### src/rtl/button_press_decoder.sv
// rtl/button_press_decoder.sv - debounced button level to short/long/repeat event pulses
module button_press_decoder #(
   parameter int LONG_PRESS_CYCLES = 100_000_000,
   parameter int REPEAT_CYCLES     = 20_000_000,
   parameter bit REPEAT_EN         = 1'b1
) (
   input  logic clk,
   input  logic rst_n,
   input  logic btn_in,
   output logic short_press,
   output logic long_press,
   output logic repeat_tick,
   output logic held
);

   // One counter serves both the long-press qualification and the repeat interval,
   // so it is sized for the larger of the two; it is always cleared before it could wrap.
   localparam int MAX_CYCLES = (LONG_PRESS_CYCLES > REPEAT_CYCLES) ? LONG_PRESS_CYCLES
                                                                   : REPEAT_CYCLES;
   localparam int CNT_W      = $clog2(MAX_CYCLES) + 1;

   localparam logic [CNT_W-1:0] LONG_LAST   = CNT_W'(LONG_PRESS_CYCLES - 1);
   localparam logic [CNT_W-1:0] REPEAT_LAST = CNT_W'(REPEAT_CYCLES - 1);
   localparam logic [CNT_W-1:0] CNT_ONE     = CNT_W'(1);

   typedef enum logic [1:0] {
      IDLE    = 2'd0,
      PRESSED = 2'd1,
      LONG    = 2'd2
   } state_t;

   state_t           state;
   logic [CNT_W-1:0] cnt;
   logic             btn_q;
   logic             rise;

   // A press only starts on a low-to-high transition; btn_q resets high so a button
   // already held when reset releases must be let go before it can register.
   assign rise = btn_in & ~btn_q;

   // Press classification FSM; the reset input is active-high despite its name.
   always_ff @(posedge clk) begin
      if (rst_n) begin
         state       <= IDLE;
         cnt         <= '0;
         btn_q       <= 1'b1;
         short_press <= 1'b0;
         long_press  <= 1'b0;
         repeat_tick <= 1'b0;
         held        <= 1'b0;
      end else begin
         btn_q       <= btn_in;
         short_press <= 1'b0;
         long_press  <= 1'b0;
         repeat_tick <= 1'b0;

         case (state)
            IDLE: begin
               if (rise) begin
                  // The rising sample itself is the first high sample of the press.
                  state <= PRESSED;
                  cnt   <= CNT_ONE;
                  held  <= 1'b1;
               end else begin
                  held  <= 1'b0;
               end
            end

            PRESSED: begin
               if (!btn_in) begin
                  // Any single low sample ends the press; the debouncer upstream
                  // already did the filtering.
                  short_press <= 1'b1;
                  state       <= IDLE;
                  cnt         <= '0;
                  held        <= 1'b0;
               end else if (cnt == LONG_LAST) begin
                  long_press <= 1'b1;
                  state      <= LONG;
                  cnt        <= '0;
                  held       <= 1'b1;
               end else begin
                  cnt  <= cnt + CNT_ONE;
                  held <= 1'b1;
               end
            end

            LONG: begin
               if (!btn_in) begin
                  // The long press was already reported; release is silent.
                  state <= IDLE;
                  cnt   <= '0;
                  held  <= 1'b0;
               end else if (REPEAT_EN && (cnt == REPEAT_LAST)) begin
                  repeat_tick <= 1'b1;
                  cnt         <= '0;
                  held        <= 1'b1;
               end else begin
                  held <= 1'b1;
                  if (REPEAT_EN) begin
                     cnt <= cnt + CNT_ONE;
                  end
               end
            end

            default: begin
               state <= IDLE;
               cnt   <= '0;
               held  <= 1'b0;
            end
         endcase
      end
   end

endmodule

### config.mk
export PLATFORM = sky130hd
export DESIGN_NAME = button_press_decoder
export DESIGN_NICKNAME = d
export VERILOG_FILES = /design/src/rtl/button_press_decoder.sv
export SDC_FILE = /design/constraint.sdc
export NUM_CORES = 1
export LEC_CHECK = 0
export CAP_MARGIN = 20
export CORE_ASPECT_RATIO = 1.5
export CORE_MARGIN = 1
export CORE_UTILIZATION = 55
export DETAILED_ROUTE_END_ITERATION = 6
export PLACE_DENSITY = 0.73
export SETUP_SLACK_MARGIN = 0.15
export SLEW_MARGIN = 25
export SYNTH_ARGS = -nofsm -noshare
export SYNTH_HDL_FRONTEND = slang
export SYNTH_SLANG_ARGS = --single-unit
export TNS_END_PERCENT = 30
### constraint.sdc
create_clock -name clk -period 2.86 [get_ports clk]
set_clock_uncertainty 0.15 [all_clocks]
set_input_delay 0.429 -clock clk [delete_from_list [all_inputs] [get_ports clk]]
set_output_delay 0.429 -clock clk [all_outputs]
set_load 0.005 [all_outputs]
==> results.txt, run 1 <==
* Mean number of vias per cell: about 5.9
- The floorplan has 24 rows.
* Maximum number of buffers from clock root to sink: 2
- TritonCTS created 5 clock buffers.
* DR WL/cell: approximately 15 um
- Setup repair after global routing missed its margin: no
- Number of filler instances in the final layout: 278
* Post-detailed-placement half-perimeter wirelength: ~2900 um
- The die covers approximately 0.0034 mm2.
* Total negative slack for setup checks: 0 ns
- Ordered cell list for the critical path: clkdlybuf4s50_1, nand2b_1, a2111oi_0, buf_4, nand3_1, or2_2, a21oi_1
- Total setup violations reported at the end of the flow: 0
- At the end of the flow, the number of nets in the layout was 229.
- Relative to the synthesized area, the layout overhead comes to 11.7%.
- TritonCTS clock tree: done
* Global placement routability congestion: 0.928
- Before antenna repair, the detailed router went through 4 iterations.
* Buffers and inverters on the worst path: 2
- Static timing analysis puts the maximum clock frequency at 406 MHz.
- For this run, design rule violations remaining after detail routing come to 0.
- Critical path data required time: approximately 2.9 ns
* Netlist cell types: 40
- In this run the remaining antenna-violating nets after routing total 0.
* Initial antenna violation count: 0
* Synth Register Bits: 35
- Summed over all layers, the routed wires come to between 3000 and 4000 um.
- For this block, the via count after detailed routing is 1541.
- Of the post-synthesis cell area, the dominant cell type holds 0.403.
* Count of placed standard cells in the final layout, fillers left out: 261
- Path type of the worst min-delay path: flip-flop to flip-flop
- Among all stages on the critical path, the largest delay is contributed by sky130_fd_sc_hd__clkdlybuf4s50_1.
* Startpoint-to-endpoint class of the critical path: primary input to flip-flop
- The flow ran to the end, and the final reports show no timing, DRC or antenna violations.
* Share of total power consumed by net switching: 0.277
* Worst-Margin Slew: 0.623 ns
- Internal: 700 uW
- Initial core utilization: 0.590
* Synth warn: 0
* Crit end category: flip-flop
- Headroom to the max-slew limit came out at 0.581.
* Cell count after synthesis: 210
- Sequential cell area fraction in the yosys report: 0.403
* Logic depth of the worst setup path including buffers: 7
- Summed over all layers, the global routing overflow is 0.
- Data arrives at the worst endpoint at 2.52 ns.
* Cts-stage hold buffer count: 0
- Of the cells placed in the final design, the portion with a size suffix greater than 1 is 0.0721.
- Clk network pwr share: 0.370
- Broken down by cell family, the worst path's largest delay share belongs to buffers and inverters.
- Averaged over all synthesized cells, the footprint is 8.27 um2.
- The worst setup path is launched from a primary input.
- Registers take 701 um2.
- For this design the static power due to leakage is roughly 0.00063 uW.
* Setup bufs post-CTS: 0
* Clock slew at reported path FFs: ~0.080 ns
- Total routing usage reported by global routing: 0.268
- Of the total power, combinational logic draws 0.108.
- Counting every net in the synthesized netlist gives 218.
* Ratio of total power to cell area: 498 mW/mm2
- Clock latency on the worst-skew pair: approximately 0.29 ns
- Of all nets on the critical path, the largest fanout is 7.
- In the finished design, the share of the clock period the worst path needs comes to 0.860.
- Count of H-tree levels built during CTS: 2
* Core Box Area: 0.00294 mm2
- Resized Gates After CTS: 0
- Number of cells traversed by the worst register-to-register path: 5
* Clock tree root driver cell: sky130_fd_sc_hd__clkbuf_8
- Worst VDD drop: 0.411 mV
- The multi-input combinational cells in the finished layout cover a total of ~970 um2.
- Area contributors post-synth: sky130_fd_sc_hd__dfxtp_1 (40%), sky130_fd_sc_hd__xnor2_1 (7.1%), sky130_fd_sc_hd__nor2_1 (5.4%)
- Final critical-path required period: ~2.5 ns
- Post-layout util: 0.659
* Final hold violation count: 0
- Peak per-stage delay on the critical path: 0.56 ns
- The clock net in this run drives a total of 35 sinks.
- Detailed router's first-iteration violation count: 32
- Counting flops with a built-in enable in the synthesized netlist gives 0.
- In this run the vertical extent of the chip is 70.8 um.
- Along the worst hold path, the cell count comes to 2.
- Max cap viols: 0
- The first global-routing pass estimated 6690 um of wire.
* Pin count of the biggest net entering global routing: 26
* Most area-hungry cell type in the Yosys netlist: sky130_fd_sc_hd__dfxtp_1
- Power share of the sequential group: 0.522
* Switching component of the power: 268 uW
* Diodes inserted: 0
- Max-slew violation total from the final report: 0
- Including well taps, the total number of placed cells is ~250.
- Input and output buffers added on the ports amount to 6.
* Overall die width: 47.9 um
* I/O pin total: 7
- Vias in the first global route: 1535
- Prevailing post-synth register cell: sky130_fd_sc_hd__dfxtp_1
- The mapped netlist covers approximately 0.0017 mm2.
* Async S/R FF share, synth: 0
-- sequential cells by signal, indices dropped and copies added (netlist names) --
register / cells
cnt: 28
btn_q: 1
repeat_tick: 1
long_press: 1
held: 1
short_press: 1
state: 2
-- routing by layer --
metal	routed length (um)	track usage	vias to the layer above
met5	0	0	-
met4	36	0.0648	0
met3	124	0.0714	4
met2	2150	0.480	35
met1	1570	0.295	734
li1	-	-	768
-- worst min-delay path, stage by stage (launching register included) --
cell,delay (ns)
sky130_fd_sc_hd__dfxtp_1,0.32
sky130_fd_sc_hd__nand2_1,0.06
sky130_fd_sc_hd__a21oi_1,0.05
-- layout make-up --
class,count,share of cell area
Sequential cell,35,0.361
Clock buffer,5,0.0355
Tap cell,39,0.0251
Multi-Input combinational cell,157,0.498
Inverter,12,0.0232
Clock inverter,3,0.0103
Timing Repair Buffer,10,0.0464
-- cells by family after synthesis --
group / after synthesis / share of synthesized area
compound gates: 37 / 0.129
xor+xnor: 17 / 0.0857
fa+ha+maj: 5 / 0.0360
simple gates: 98 / 0.306
flops: 35 / 0.403
buf+inv: 18 / 0.0396
-- power by group through the flow --
| stage | sequential, uW | clock, uW | combinational, uW |
|---|---|---|---|
| after CTS | 504 | 363 | 103 |
| final | 505 | 358 | 105 |
| after floorplan | 514 | 0 | 74.4 |
| after global placement | 515 | 0 | 98.1 |
| after global routing | 506 | 389 | 116 |
| after detailed placement | 516 | 0 | 100 |
-- synth_stat cells, drive strengths merged, types with 2 or more instances --
master,instances
nand4,5
and4,3
and3,6
a21oi,15
a31oi,2
xnor2,14
a311o,2
inv,12
xor2,3
nand3,7
nand3b,4
nor3,3
nor4,7
ha,5
o21ai,10
nand2,18
or3,7
dfxtp,35
nor2b,2
nor2,25
or4,2
clkbuf,5
or2,2
nor4b,2
-- metrics by stage --
stage,worst slack [ns],hold WS [ns],instance area [um2],total power [uW]
after floorplan,0.544,0.294,1740,588
after global placement,0.234,0.306,1850,613
after detailed placement,0.155,0.320,1850,616
after CTS,0.439,0.332,1940,970
after global routing,0.240,0.364,1940,1010
final,0.399,0.327,1940,967
-- worst paths after layout --
| path | from | end | slack (ns) |
|---|---|---|---|
| setup / recovery | btn_in | cnt[18]$_SDFFE_PP0P_ | 0.40 |
| hold / removal | cnt[1]$_SDFFE_PP0P_ | cnt[1]$_SDFFE_PP0P_ | 0.33 |
| setup reg to reg | cnt[3]$_SDFFE_PP0P_ | cnt[26]$_SDFFE_PP0P_ | 0.49 |
| hold reg to reg | cnt[1]$_SDFFE_PP0P_ | cnt[1]$_SDFFE_PP0P_ | 0.33 |
-- cell usage in the layout (no fill, tap or decap), types with 4 or more instances in the layout --
cell	Yosys	routed
sky130_fd_sc_hd__inv_1	12	12
sky130_fd_sc_hd__dfxtp_1	35	35
sky130_fd_sc_hd__clkbuf_8	0	5
sky130_fd_sc_hd__buf_4	0	4
sky130_fd_sc_hd__or3_1	7	7
sky130_fd_sc_hd__nand4_1	4	4
sky130_fd_sc_hd__ha_1	5	5
sky130_fd_sc_hd__o21ai_0	9	9
sky130_fd_sc_hd__a21oi_1	15	15
sky130_fd_sc_hd__clkdlybuf4s50_1	0	6
sky130_fd_sc_hd__nand3b_1	4	4
sky130_fd_sc_hd__nand3_1	7	7
sky130_fd_sc_hd__and3_1	6	6
sky130_fd_sc_hd__xnor2_1	14	14
sky130_fd_sc_hd__nor4_1	7	7
sky130_fd_sc_hd__nor2_1	25	25
sky130_fd_sc_hd__nand2_1	18	18
(Power assumes the default switching activity.)
==> run 2, diff against run 1 <==
- SLEW_MARGIN: 25 -> 20
- clock period: 2.86 -> 3 ns (I/O delays scaled with it)
==> results.txt, run 2 (synthesized netlist as in run 1, its figures left out) <==
* Syn-to-layout area delta: 13.4%
* Hold-critical path depth: 2
* Max-slew headroom at the worst pin: 0.515
* Proportion of layout cells with a drive suffix above 1: 0.0591
- The largest registers in the layout are cnt x28, state x2.
* Wire length of the first global-routing pass: roughly 6600 um
- The smallest clock period supported by the final layout is computed as 2.55 ns.
- CP arrival: 2.62 ns
* Worst-Margin Slew: 0.721 ns
* Top register by number of flip-flops: cnt
- Post-detailed-placement half-perimeter wirelength: 2820 um
* Most common library cell in the layout ignoring fill and taps: sky130_fd_sc_hd__dfxtp_1
- For this design, the CTS-stage hold fixing added 0 buffers.
- Clock latency on the worst-skew pair, taken at its later pin, is between 0.2 and 0.3 ns.
- Setup repair after global routing left no endpoint under its margin.
* Area after detailed placement: roughly 0.0018 mm2
- Startpoint-to-endpoint class of the critical path: flip-flop to flip-flop
- Counting the buffers created by CTS gives 5.
- In this run the number of H-tree levels came out at 2.
* Diodes inserted: 0
- Path type of the worst min-delay path: flip-flop to flip-flop
- Flip-flop count of the largest register after layout: 28
- Worst-case register-to-register setup slack: 0.45 ns
- The tool flagged a number of max-cap violations equal to 0.
- Number of detailed-route iterations in the first pass: 4
- The total overflow left after global routing is 0.
- For the final routed database, the setup TNS stands at 0 ns.
- The floorplan step defined a die boundary enclosing 0.00339 mm2.
- Overall die width: 47.9 um
- After floorplanning, the core was divided into 24 placement rows.
* Area used by sequential logic in the layout: 701 um2
- Along the worst path, the maximum fanout reaches 9.
* Design area: 0.00197 mm2
* Critical path data required time: 3.07 ns
* Status: complete, no violations
* Total setup violations reported at the end of the flow: 0
- DR WL/cell: 15.1 um
* TritonCTS clock tree: done
- Post-detailed-route count of antenna-violating nets: 0
* Port Buffer Count: 6
* Post-layout worst setup margin: 0.451 ns
* Final hold violation count: 0
* Minimum hold slack: 0.338 ns
* Timing-limited maximum frequency: 392 MHz
* Core Box Area: 0.00294 mm2
- Clock tree root driver cell: sky130_fd_sc_hd__clkbuf_8
- Initial core utilization: 0.590
- Max-slew violation total from the final report: 0
- After the first detailed-routing iteration, the DRC count stood at 40.
- Total routing usage reported by global routing: 0.268
* Number of cells traversed by the worst register-to-register path: 5
- Initial antenna violation count: 0
- Pin placement for this block handled 7 I/O pins.
* Global placement routability congestion: 0.910
- Share of the clock period used by the worst path: 0.850
- Routed via count: 1541
- Pin count of the biggest net entering global routing: 26
- Number of nets in the layout: 227
- The worst-case IR drop observed on VDD is 0.420 mV.
- CP startpoint kind: flip-flop
- Overall die height: 70.8 um
* Mean number of vias per cell: about 5.9
- The filler cells instantiated in the layout total 268.
- The number of gates resized after CTS was 0.
- Commonest cells after routing, fill and taps aside: sky130_fd_sc_hd__dfxtp_1 (35), sky130_fd_sc_hd__nor2_1 (25), sky130_fd_sc_hd__nand2_1 (18), sky130_fd_sc_hd__a21oi_1 (15), sky130_fd_sc_hd__xnor2_1 (14)
- Leakage power of the design: around 0.00065 uW
- OpenSTA, run right after detailed placement, puts the worst setup slack at about 0.32 ns.
- Vias in the first global route: 1524
* Sink Count: 35
- Area of the multi-input gates: around 970 um2
* Residual DRC count: 0
* Crit end category: flip-flop
- Wires add up to 3910 um.
* Maximum number of buffers from clock root to sink: 2
* Clock slew at reported path FFs: about 0.070 ns
- Setup bufs post-CTS: 0
- Dividing total power by cell area gives a power density of roughly 550 mW/mm2.
## run 2: per-stage QoR
stage,power [uW],instances,util
after global routing,1120,259,0.669
final,1080,259,0.669
after global placement,585,251,0.624
after CTS,1090,259,0.669
after floorplan,561,210,-
after detailed placement,588,251,0.624
## run 2: worst paths after layout
check / start / to
max: cnt[4]$_SDFFE_PP0P_ / cnt[26]$_SDFFE_PP0P_
min: cnt[27]$_SDFFE_PP0P_ / cnt[27]$_SDFFE_PP0P_
max reg2reg: cnt[4]$_SDFFE_PP0P_ / cnt[26]$_SDFFE_PP0P_
min reg2reg: cnt[27]$_SDFFE_PP0P_ / cnt[27]$_SDFFE_PP0P_
## run 2: critical path, cell delays in order (launching register included)
cell                      delay (ns)
sky130_fd_sc_hd__dfxtp_1        0.41
sky130_fd_sc_hd__nand4_2        0.19
sky130_fd_sc_hd__or3_1          0.50
sky130_fd_sc_hd__or4_1          0.67
sky130_fd_sc_hd__or3_1          0.40
sky130_fd_sc_hd__a21oi_1        0.15
## run 2: area by class of cell
| cell class | instances | share of cell area |
|---|---|---|
| tap | 39 | 0.0248 |
| inverter | 12 | 0.0229 |
| clock inverter | 2 | 0.0305 |
| clock buffer | 6 | 0.0368 |
| timing repair buffer | 8 | 0.0381 |
| sequential | 35 | 0.356 |
| multi-input combinational | 157 | 0.491 |
## run 2: routing by layer
layer	global-route usage	up-vias	wire length [um]
met3	0.0536	9	108
met2	0.459	23	2120
met4	0.117	0	85
met1	0.302	746	1590
met5	0	-	0
li1	-	763	-
## run 2: power breakdown
group / internal [uW] / switching, uW
registers: 473 / 7.59
clock network: 332 / 172
logic: 32.1 / 65.5
==> run 3, diff against run 2 <==
- clock period: 3 -> 2.6 ns (I/O delays scaled with it)
==> results.txt, run 3 (synthesized netlist as in run 1, its figures left out) <==
* CP arrival: 2.37 ns
- R2r endpoint: cnt[26]$_SDFFE_PP0P_
* Clock tree root driver cell: sky130_fd_sc_hd__clkbuf_8
* Number of filler instances in the final layout: 268
- After clock tree synthesis, the clock-pin slew on the worst setup and hold paths is approximately 0.070 ns.
* Post-layout worst setup margin: 0.292 ns
- Largest registers: cnt x28, state x2
- Worst VDD drop: 0.378 mV
- For this run, the total global-route usage over all layers was measured as 0.262.
- In the routed layout, each cell is associated on average with a via count of 5.86.
- The critical path ends at cnt[26]$_SDFFE_PP0P_.
- The detail route stage leaves a number of antenna-violating nets equal to 0.
* Overall die width: ~48 um
- Port Buffer Count: 6
- Area after detailed placement: 0.00189 mm2
* Overall die height: 70.8 um
- Timing-limited maximum frequency: 433 MHz
* Worst-case register-to-register setup slack: 0.29 ns
* Worst-Margin Slew: 0.616 ns
- In this run the worst hold path is classified as flip-flop to flip-flop.
* Number of cells traversed by the worst register-to-register path: 5
- The number of gates resized after CTS was 0.
* Slowest library cell on the worst path: sky130_fd_sc_hd__or4_1
- Sink Count: 35
- Status: complete, no violations
* Number of detailed-route iterations in the first pass: 4
* Share of the clock period used by the worst path: 0.888
- Detailed router's first-iteration violation count: 46
* Leakage power of the design: roughly 0.00065 uW
- Of all nets on the critical path, the largest fanout is 5.
- Max-cap violations in this run came to 0.
* CP startpoint kind: flip-flop
- After legalization and detailed placement, the total HPWL measured 2820 um.
- The first global-routing pass estimated roughly 6500 um of wire.
- Worst setup slack after placement: approximately 0.028 ns
* Worst path most repeated cell: sky130_fd_sc_hd__or3_1
- The number of clock buffers added by TritonCTS is 5.
- Final hold violation count: 0
- Proportion of layout cells with a drive suffix above 1: 0.0925
* Initial core utilization: 0.590
- The number of antenna diodes in the final layout is 0.
- For this design the top-level I/O count stands at 7.
- Startpoint-to-endpoint class of the critical path: flip-flop to flip-flop
- Max-slew violation total from the final report: 0
- Total negative slack for setup checks: 0 ns
- The H-tree was split into 2 levels.
- Pin count of the biggest net entering global routing: 26
- After floorplanning, the core was sized to cover 0.00294 mm2.
- Total setup violations reported at the end of the flow: 0
- Die Footprint: 0.00339 mm2
- Initial antenna violation count: 0
- Vias in the first global route: 1513
* Number of nets in the layout: 234
- Design area: 0.00198 mm2
- Routed via count: 1558
- Peak per-stage delay on the critical path: 0.59 ns
- TritonCTS clock tree: done
- Total wire length after detailed routing: 3790 um
* Maximum number of buffers from clock root to sink: 2
- The worst setup path is captured at a flip-flop.
* Top register by number of flip-flops: cnt
- After layout, the minimum clock period comes to 2.31 ns.
* Cts-stage hold buffer count: 0
- Worst reg2reg path startpoint: cnt[3]$_SDFFE_PP0P_
- Across all hold checks on the routed design, the worst slack comes to 0.338 ns.
- Dividing the detail-routed wire length by the instance count gives 14.2 um.
- Critical path data required time: 2.66 ns
- Worst setup path start: cnt[3]$_SDFFE_PP0P_
- Remaining global-route overflow: 0
- At the later pin of the worst-skew pair, clock insertion delay measures 0.29 ns.
- For this run, design rule violations remaining after detail routing come to 0.
- Walking the worst path, the cells encountered are nand4_2, or3_1, or4_1, or3_1, a21oi_1.
- Once the clock tree was built, the setup fixing pass inserted 0 buffers.
- Setup repair after global routing missed its margin: no
- Syn-to-layout area delta: 13.9%
* Flip-flop count of the largest register after layout: 28
* Ratio of total power to cell area: approximately 530 mW/mm2
* Global placement routability congestion: 0.903
- Most common library cell in the layout ignoring fill and taps: sky130_fd_sc_hd__dfxtp_1
* Standard-cell row count: 24
- The top cell types in the final layout, fill and taps aside, are sky130_fd_sc_hd__dfxtp_1 (35), sky130_fd_sc_hd__nor2_1 (25), sky130_fd_sc_hd__nand2_1 (18), sky130_fd_sc_hd__a21oi_1 (15), sky130_fd_sc_hd__xnor2_1 (14).
* Max-slew headroom at the worst pin: 0.587
-- run 3: changes by cell type in the layout (fill, tap and decap cells not counted), sizes merged --
cell and delta:
buf +7, clkbuf -1, bufinv -2, clkinvlp +2
clkinv +1
-- run 3: metal layers --
| metal | vias up | global-route usage | share of wire | wire, um |
|---|---|---|---|---|
| li1 | 778 | - | - | - |
| met1 | 730 | 0.301 | 0.41 | 1570 |
| met2 | 40 | 0.434 | 0.52 | 1980 |
| met3 | 10 | 0.0485 | 0.037 | 140 |
| met4 | 0 | 0.139 | 0.026 | 97 |
| met5 | - | 0 | 0 | 0 |
-- run 3: stage by stage --
| step | instances | total power (uW) | util |
|---|---|---|---|
| 2_1_floorplan | 210 | 647 | - |
| 3_3_place_gp | 258 | 677 | 0.642 |
| 3_5_place_dp | 258 | 682 | 0.642 |
| 4_1_cts | 266 | 1070 | 0.672 |
| 5_1_grt | 266 | 1100 | 0.672 |
| 6_report | 266 | 1060 | 0.672 |
-- run 3: power by group --
| part | switching [uW] | internal, uW |
|---|---|---|
| sequential | 8.24 | 546 |
| combinational | 77.2 | 37.9 |
| clock | 201 | 186 |
-- run 3: area by class of cell --
class	instances	area, um2	share of cell area
multi-input cells	157	967	0.489
repair buffers	15	128	0.0645
flip-flops and latches	35	701	0.354
inverters	12	45.0	0.0228
well taps	39	48.8	0.0247
clock buffers	5	68.8	0.0348
clock inverters	3	20.0	0.0101
-- run 3: worst min path at each step --
stage | startpoint | to | slack (ns) | depth (start not counted)
2_1_floorplan | cnt[1]$_SDFFE_PP0P_ | cnt[1]$_SDFFE_PP0P_ | 0.29 | 2
3_3_place_gp | cnt[1]$_SDFFE_PP0P_ | cnt[1]$_SDFFE_PP0P_ | 0.31 | 2
3_5_place_dp | cnt[1]$_SDFFE_PP0P_ | cnt[1]$_SDFFE_PP0P_ | 0.33 | 2
4_1_cts | cnt[1]$_SDFFE_PP0P_ | cnt[1]$_SDFFE_PP0P_ | 0.34 | 2
5_1_grt | cnt[1]$_SDFFE_PP0P_ | cnt[1]$_SDFFE_PP0P_ | 0.37 | 2
6_report | cnt[1]$_SDFFE_PP0P_ | cnt[1]$_SDFFE_PP0P_ | 0.34 | 2
-- run 3: worst max-delay path, delay by kind of cell (launching register included) --
family             cells  cell delay [ns]
AOI/OAI and AO/OA      1             0.15
DFF                    1             0.42
and+or+nand+nor        4             1.52
==> edit 1 (flow settings as in run 3) <==
`REPEAT_CYCLES`: 20_000_000 -> 5_000_000.
--- a/src/rtl/button_press_decoder.sv
+++ b/src/rtl/button_press_decoder.sv
@@ -3,3 +3,3 @@
    parameter int LONG_PRESS_CYCLES = 100_000_000,
-   parameter int REPEAT_CYCLES     = 20_000_000,
+   parameter int REPEAT_CYCLES     = 5_000_000,
    parameter bit REPEAT_EN         = 1'b1
Check against the original RTL: no difference found for any inputs over 10 cycles, from zero or initial values and one cycle with rst_n high; that may be too few to reach the edited logic, so the function may still have changed.
==> edit 1 against run 3 <==
Sequential cell count stayed put; design area is 0.76% higher; routed wire length is 0.69% lower; synthesized area is 1.8% higher; via count is 6.0% lower; worst setup slack worse by 56 ps; first-iteration DRC count is 2.2% lower; power is 5.4% higher.
==> edit 1: results (changes against run 3) <==
Global routing:
- The largest net degree at the start of global routing was 21 (-19%).
- The met2 track demand over resource is 0.430 (-0.00430).
- The wire length of the first global-routing pass is 6390 µm (-1.3%).
- The overall global routing resource usage is 0.259 (-0.00336).
- The met1 usage was 0.275 (-0.0264).

Detailed routing:
- The wire length on met2 was 2010 µm (+1.7%).
- The violation count after the first detailed-routing iteration is 45 (-2.2%).
- The met3 layer wire length in the routed design is 90 µm (-36%).
- The routed metal-1 wirelength was 1530 µm (-2.4%).
- The sum of routed wire length over all layers was 3760 µm (-0.69%).

Yosys:
- The count of different cell masters after synthesis is 41 (+2.5%).
- The commonest cells after synthesis are 35 x sky130_fd_sc_hd__dfxtp_1, 31 x sky130_fd_sc_hd__nor2_1, 15 x sky130_fd_sc_hd__nand2_1, 15 x sky130_fd_sc_hd__xor2_1, 14 x sky130_fd_sc_hd__nand3_1.
- The synthesized netlist net count is 211 (-3.2%).
- The synthesized area divided by synthesized cell count came to 8.71 µm² (+5.3%).
- In the post-synthesis netlist, the biggest area contributors are sky130_fd_sc_hd__dfxtp_1 40%, sky130_fd_sc_hd__xor2_1 7.4%, sky130_fd_sc_hd__nor2_1 6.6%, sky130_fd_sc_hd__nand3_1 4.0%, sky130_fd_sc_hd__ha_1 3.5%.
- The sequential fraction of the synthesis area is 0.396 (-0.00714).

Finish:
- The area growth from synthesis to layout is 12.7%.
- The share of cells above drive strength 1 is 0.102 (+0.00934).
- The number of nets at the end of the flow is 223 (-4.7%).
- The final cell count without fillers is 255 (-4.1%).

Setup path:
- The delay of the slowest cell on the worst path is 550 ps (-40 ps).
- The biggest fanout along the worst timing path is 20 (+15).
- The arrival time reported for the critical path endpoint was 2400 ps (+30 ps).
- The count of cells along the worst register-to-register path was 7 (+2).

Status:
- The flow ran to the end, and the final reports show no timing, DRC or antenna violations.

Power and ir drop:
- The switching part of the total power is 0.278 (+0.00654).
- The standby leakage power is 0.000657 µW (+0.40%).
- The maximum ir drop on the vdd rail was 0.000457 V (+21%).

STA:
- The transition time at the pin with the least slew margin is 530 ps (-85.9 ps).

Place:
- The worst setup timing slack at the placement stage is 118 ps (+90.3 ps).
- The last weighted congestion value of the routability-driven placer is 0.813 (-10%).
- The cell total after placement is 247 (-4.3%).
[edit 1: cell count changes in the layout (fill, tap and decap cells not counted), moves of 4 or more]
cell and delta:
sky130_fd_sc_hd__xor2_1 +12, sky130_fd_sc_hd__nor4bb_1 +4, sky130_fd_sc_hd__nor4_1 -4, sky130_fd_sc_hd__nand3_1 +7
sky130_fd_sc_hd__o21ai_0 -8, sky130_fd_sc_hd__o32ai_1 +5, sky130_fd_sc_hd__a21oi_1 -8, sky130_fd_sc_hd__and3_1 -5
sky130_fd_sc_hd__buf_4 -5, sky130_fd_sc_hd__nor2_1 +6, sky130_fd_sc_hd__xnor2_1 -9
[edit 1: final cells by class]
cell class	instances	area share
multi-input combinational	150	0.505
sequential	35	0.352
clock buffer	7	0.0383
inverter	12	0.0226
clock inverter	1	0.00251
tap	39	0.0245
timing repair buffer	11	0.0552
[edit 1: power groups by stage]
stage	Combinational [µW]	Clock, µW	Sequential (µW)
global placement	164	0	569
global route	203	400	559
floorplan	131	0	567
detailed placement	171	0	570
finish	180	375	558
CTS	173	382	558
[edit 1: kinds of logic after synthesis]
logic type      count (synthesis)  synth area share
mux                             1           0.00566
xor+xnor                       20            0.0991
simple gates                  101             0.312
flops                          35             0.396
buf+inv                        18            0.0467
fa+ha+maj                       5            0.0354
compound gates                 23             0.105
[edit 1: worst max-delay path: cells and delay by family, from the launching register on]
kind	cells	cell delay [ps]
AOI/OAI and AO/OA	3	490
buffers and inverters	1	170
DFF	1	350
and+or+nand+nor	3	1100
[edit 1: path summary, 6_finish.rpt]
check | end | slack [ps] | start
setup / recovery | cnt[26] | 240 | cnt[25]
hold reg to reg | cnt[1] | 350 | cnt[1]
setup reg to reg | cnt[26] | 240 | cnt[25]
hold / removal | cnt[1] | 350 | cnt[1]
==> edit 2 (settings of run 3) <==
Made on the original files. Encoding of `state_t`: now one-hot (3 bits for 3 states).
--- a/src/rtl/button_press_decoder.sv
+++ b/src/rtl/button_press_decoder.sv
@@ -25,6 +25,6 @@
 
-   typedef enum logic [1:0] {
-      IDLE    = 2'd0,
-      PRESSED = 2'd1,
-      LONG    = 2'd2
+   typedef enum logic [2:0] {
+      IDLE    = 3'b001,
+      PRESSED = 3'b010,
+      LONG    = 3'b100
    } state_t;
Check against the original RTL: same outputs for any inputs over 10 cycles, from zero or initial values and one cycle with rst_n high; not proved beyond that.
==> edit 2 against run 3 <==
Routed wire length is 3.9% higher; worst setup slack worse by 4.3 ps; design area is 6.3% higher; synthesized area is 3.2% higher; sequential share of layout area is 1.1 points lower; sequential cell count is 1 higher; highest routed layer unchanged.
Power is not compared: it rests on default switching activity, and its combinational part moved more than twofold at a synthesized area within 25%.
==> edit 2: results (changes against run 3) <==
Clocking:
- The total CTS buffers is 5 (unchanged).
- The maximum clock insertion buffer count was 2 (unchanged).
- The clock-pin slew reported for the worst setup and hold paths after clock tree synthesis came to 70 ps (about the same).
- The number of setup buffers added after CTS came to 0 (unchanged).
- The root buffer cell is sky130_fd_sc_hd__clkbuf_8.
- The clock latency at the later pin of the worst-skew pair is 290 ps (about the same).
- The H-tree depth came to 2 (unchanged).

Power and ir drop:
- The standby leakage power is 0.000692 µW.
- IR analysis of the VDD net gives a maximum drop of 0.000510 V.

Place:
- The cell total after placement was 256 (-0.78%).
- The detailed-placement wirelength estimate is 2860 µm (+1.3%).
- The last weighted congestion value of the routability-driven placer is 0.914 (+1.2%).
- The placed cell area is 1930 µm² (+2.2%).
- The number of port buffers is 6 (unchanged).

Yosys:
- The share of flip-flops with an asynchronous set or reset after synthesis was 0 (unchanged).
- In the post-synthesis netlist, the biggest area contributors are sky130_fd_sc_hd__dfxtp_1 40%, sky130_fd_sc_hd__nor2_1 5.2%, sky130_fd_sc_hd__xnor2_1 4.9%, sky130_fd_sc_hd__xor2_1 3.9%, sky130_fd_sc_hd__nand3_1 3.6%.
- By count the netlist is led by 36 x sky130_fd_sc_hd__dfxtp_1, 25 x sky130_fd_sc_hd__nor2_1, 13 x sky130_fd_sc_hd__nand3_1.
- The instance count of the mapped netlist is 209 (-0.48%).
- The top flip-flop cell by instance count after synthesis is sky130_fd_sc_hd__dfxtp_1.
- The count of different cell masters after synthesis is 44 (+10%).
- The Yosys warning count is 0 (unchanged).
- The sequential fraction of the synthesis area is 0.402 (-0.00150).

Global routing:
- The wire length of the first global-routing pass is 6730 µm (+4.0%).
- The via count of the first global-routing pass came to 1,517 (+0.26%).
- The largest net degree at the start of global routing is 23 (-12%).
- The overall global routing resource usage is 0.250 (-0.0127).
- The number of antenna violations at the first check in global routing was 0 (unchanged).

Finish:
- The number of antenna cells inserted came to 0 (unchanged).
- The area added between synthesis and finish is 17.2%.
- The share of cells above drive strength 1 is 0.116 (+0.0236).
- In the final layout, the registers with the most flip-flops are cnt x28, state x3.
- The number of nets at the end of the flow is 227 (-3.0%).
- The number of inserted filler cells in the final layout is 260 (-3.0%).

Detailed routing:
- The vias after detailed routing is 1,575 (+1.1%).
- The post-detailed-route via-to-cell ratio is 5.97 (+1.9%).
- The final routed wire length divided by cell count came to 14.9 µm (+4.7%).
- The first-pass detailed-route iteration total was 4 (unchanged).
- The violation count after the first detailed-routing iteration is 42 (-8.7%).

Setup path:
- The arrival time reported for the critical path endpoint is 2330 ps (-40 ps).
- The biggest fanout along the worst timing path came to 9 (+4).
- The register-to-register setup slack is 290 ps.

Status:
- The run finished with clean final reports.

Worst hold path:
- The min-delay analysis places its worst path in the category reg2reg.

STA:
- The transition time at the pin with the least slew margin is 456 ps (-160 ps).
## edit 2: cell count changes in the layout (fill, tap and decap cells not counted), moves of 4 or more
| cell | run 3 | this run |
|---|---|---|
| sky130_fd_sc_hd__nand4_1 | 4 | 8 |
| sky130_fd_sc_hd__a21oi_1 | 15 | 10 |
| sky130_fd_sc_hd__nand3_1 | 7 | 13 |
| sky130_fd_sc_hd__nor4_1 | 7 | 2 |
| sky130_fd_sc_hd__xnor2_1 | 14 | 10 |
| sky130_fd_sc_hd__ha_1 | 5 | 1 |
| sky130_fd_sc_hd__nand3b_1 | 4 | 0 |
| sky130_fd_sc_hd__xor2_1 | 3 | 8 |
| sky130_fd_sc_hd__nand2_1 | 18 | 12 |
| sky130_fd_sc_hd__inv_1 | 12 | 6 |
## edit 2: logic make-up after synthesis
group / synth area share
compound gates: 0.147
simple gates: 0.308
xor+xnor: 0.0879
buf+inv: 0.0419
flops: 0.402
mux: 0.00628
fa+ha+maj: 0.00698
## edit 2: final timing paths
| path | from | endpoint | cells after the start |
|---|---|---|---|
| max reg2reg | cnt[22] | cnt[15] | 6 |
| min | cnt[1] | cnt[1] | 2 |
| max | cnt[22] | cnt[15] | 6 |
| min reg2reg | cnt[1] | cnt[1] | 2 |
## edit 2: final cells by class
class,instances,area [µm²],area share
multi-input cells,159,1010,0.480
flip-flops and latches,36,721,0.343
repair buffers,15,140,0.0667
clock inverters,3,90.1,0.0429
clock buffers,5,68.8,0.0327
well taps,40,50.0,0.0238
inverters,6,22.5,0.0107
## edit 2: metal layers
metal  vias up  routed length [µm]  GRT usage
met1       736                1630      0.281
met4         0                 110      0.147
met5         -                   0          0
met2        42                2030      0.426
met3        10                 159     0.0608
li1        787                   -          -
## edit 2: report_power, final
part	total, µW	internal [µW]	switching, µW
registers	557	554	2.74
logic	42.4	17.0	25.4
clock network	679	480	200
## edit 2: metrics by stage
step	utilization	hold WS [ps]	setup WS, ps
floorplan	-	300	278
finish	0.672	352	288
detailed placement	0.617	337	167
global placement	0.617	325	245
global route	0.672	370	160
CTS	0.668	347	198
## edit 2: worst max-delay path, cell delays in order (launching register included)
cell                      delay (ps)
sky130_fd_sc_hd__dfxtp_1         360
sky130_fd_sc_hd__or4_1           460
sky130_fd_sc_hd__or4_1           430
sky130_fd_sc_hd__a22o_1          240
sky130_fd_sc_hd__buf_4           180
sky130_fd_sc_hd__o31ai_1         250
sky130_fd_sc_hd__a31oi_1         110
## edit 2: timing repair
| item | in CTS | in global routing |
|---|---|---|
| hold buffers | 0 | 0 |
| setup endpoints to repair | 0 | 22 |
| gates resized for setup | 0 | 2 |
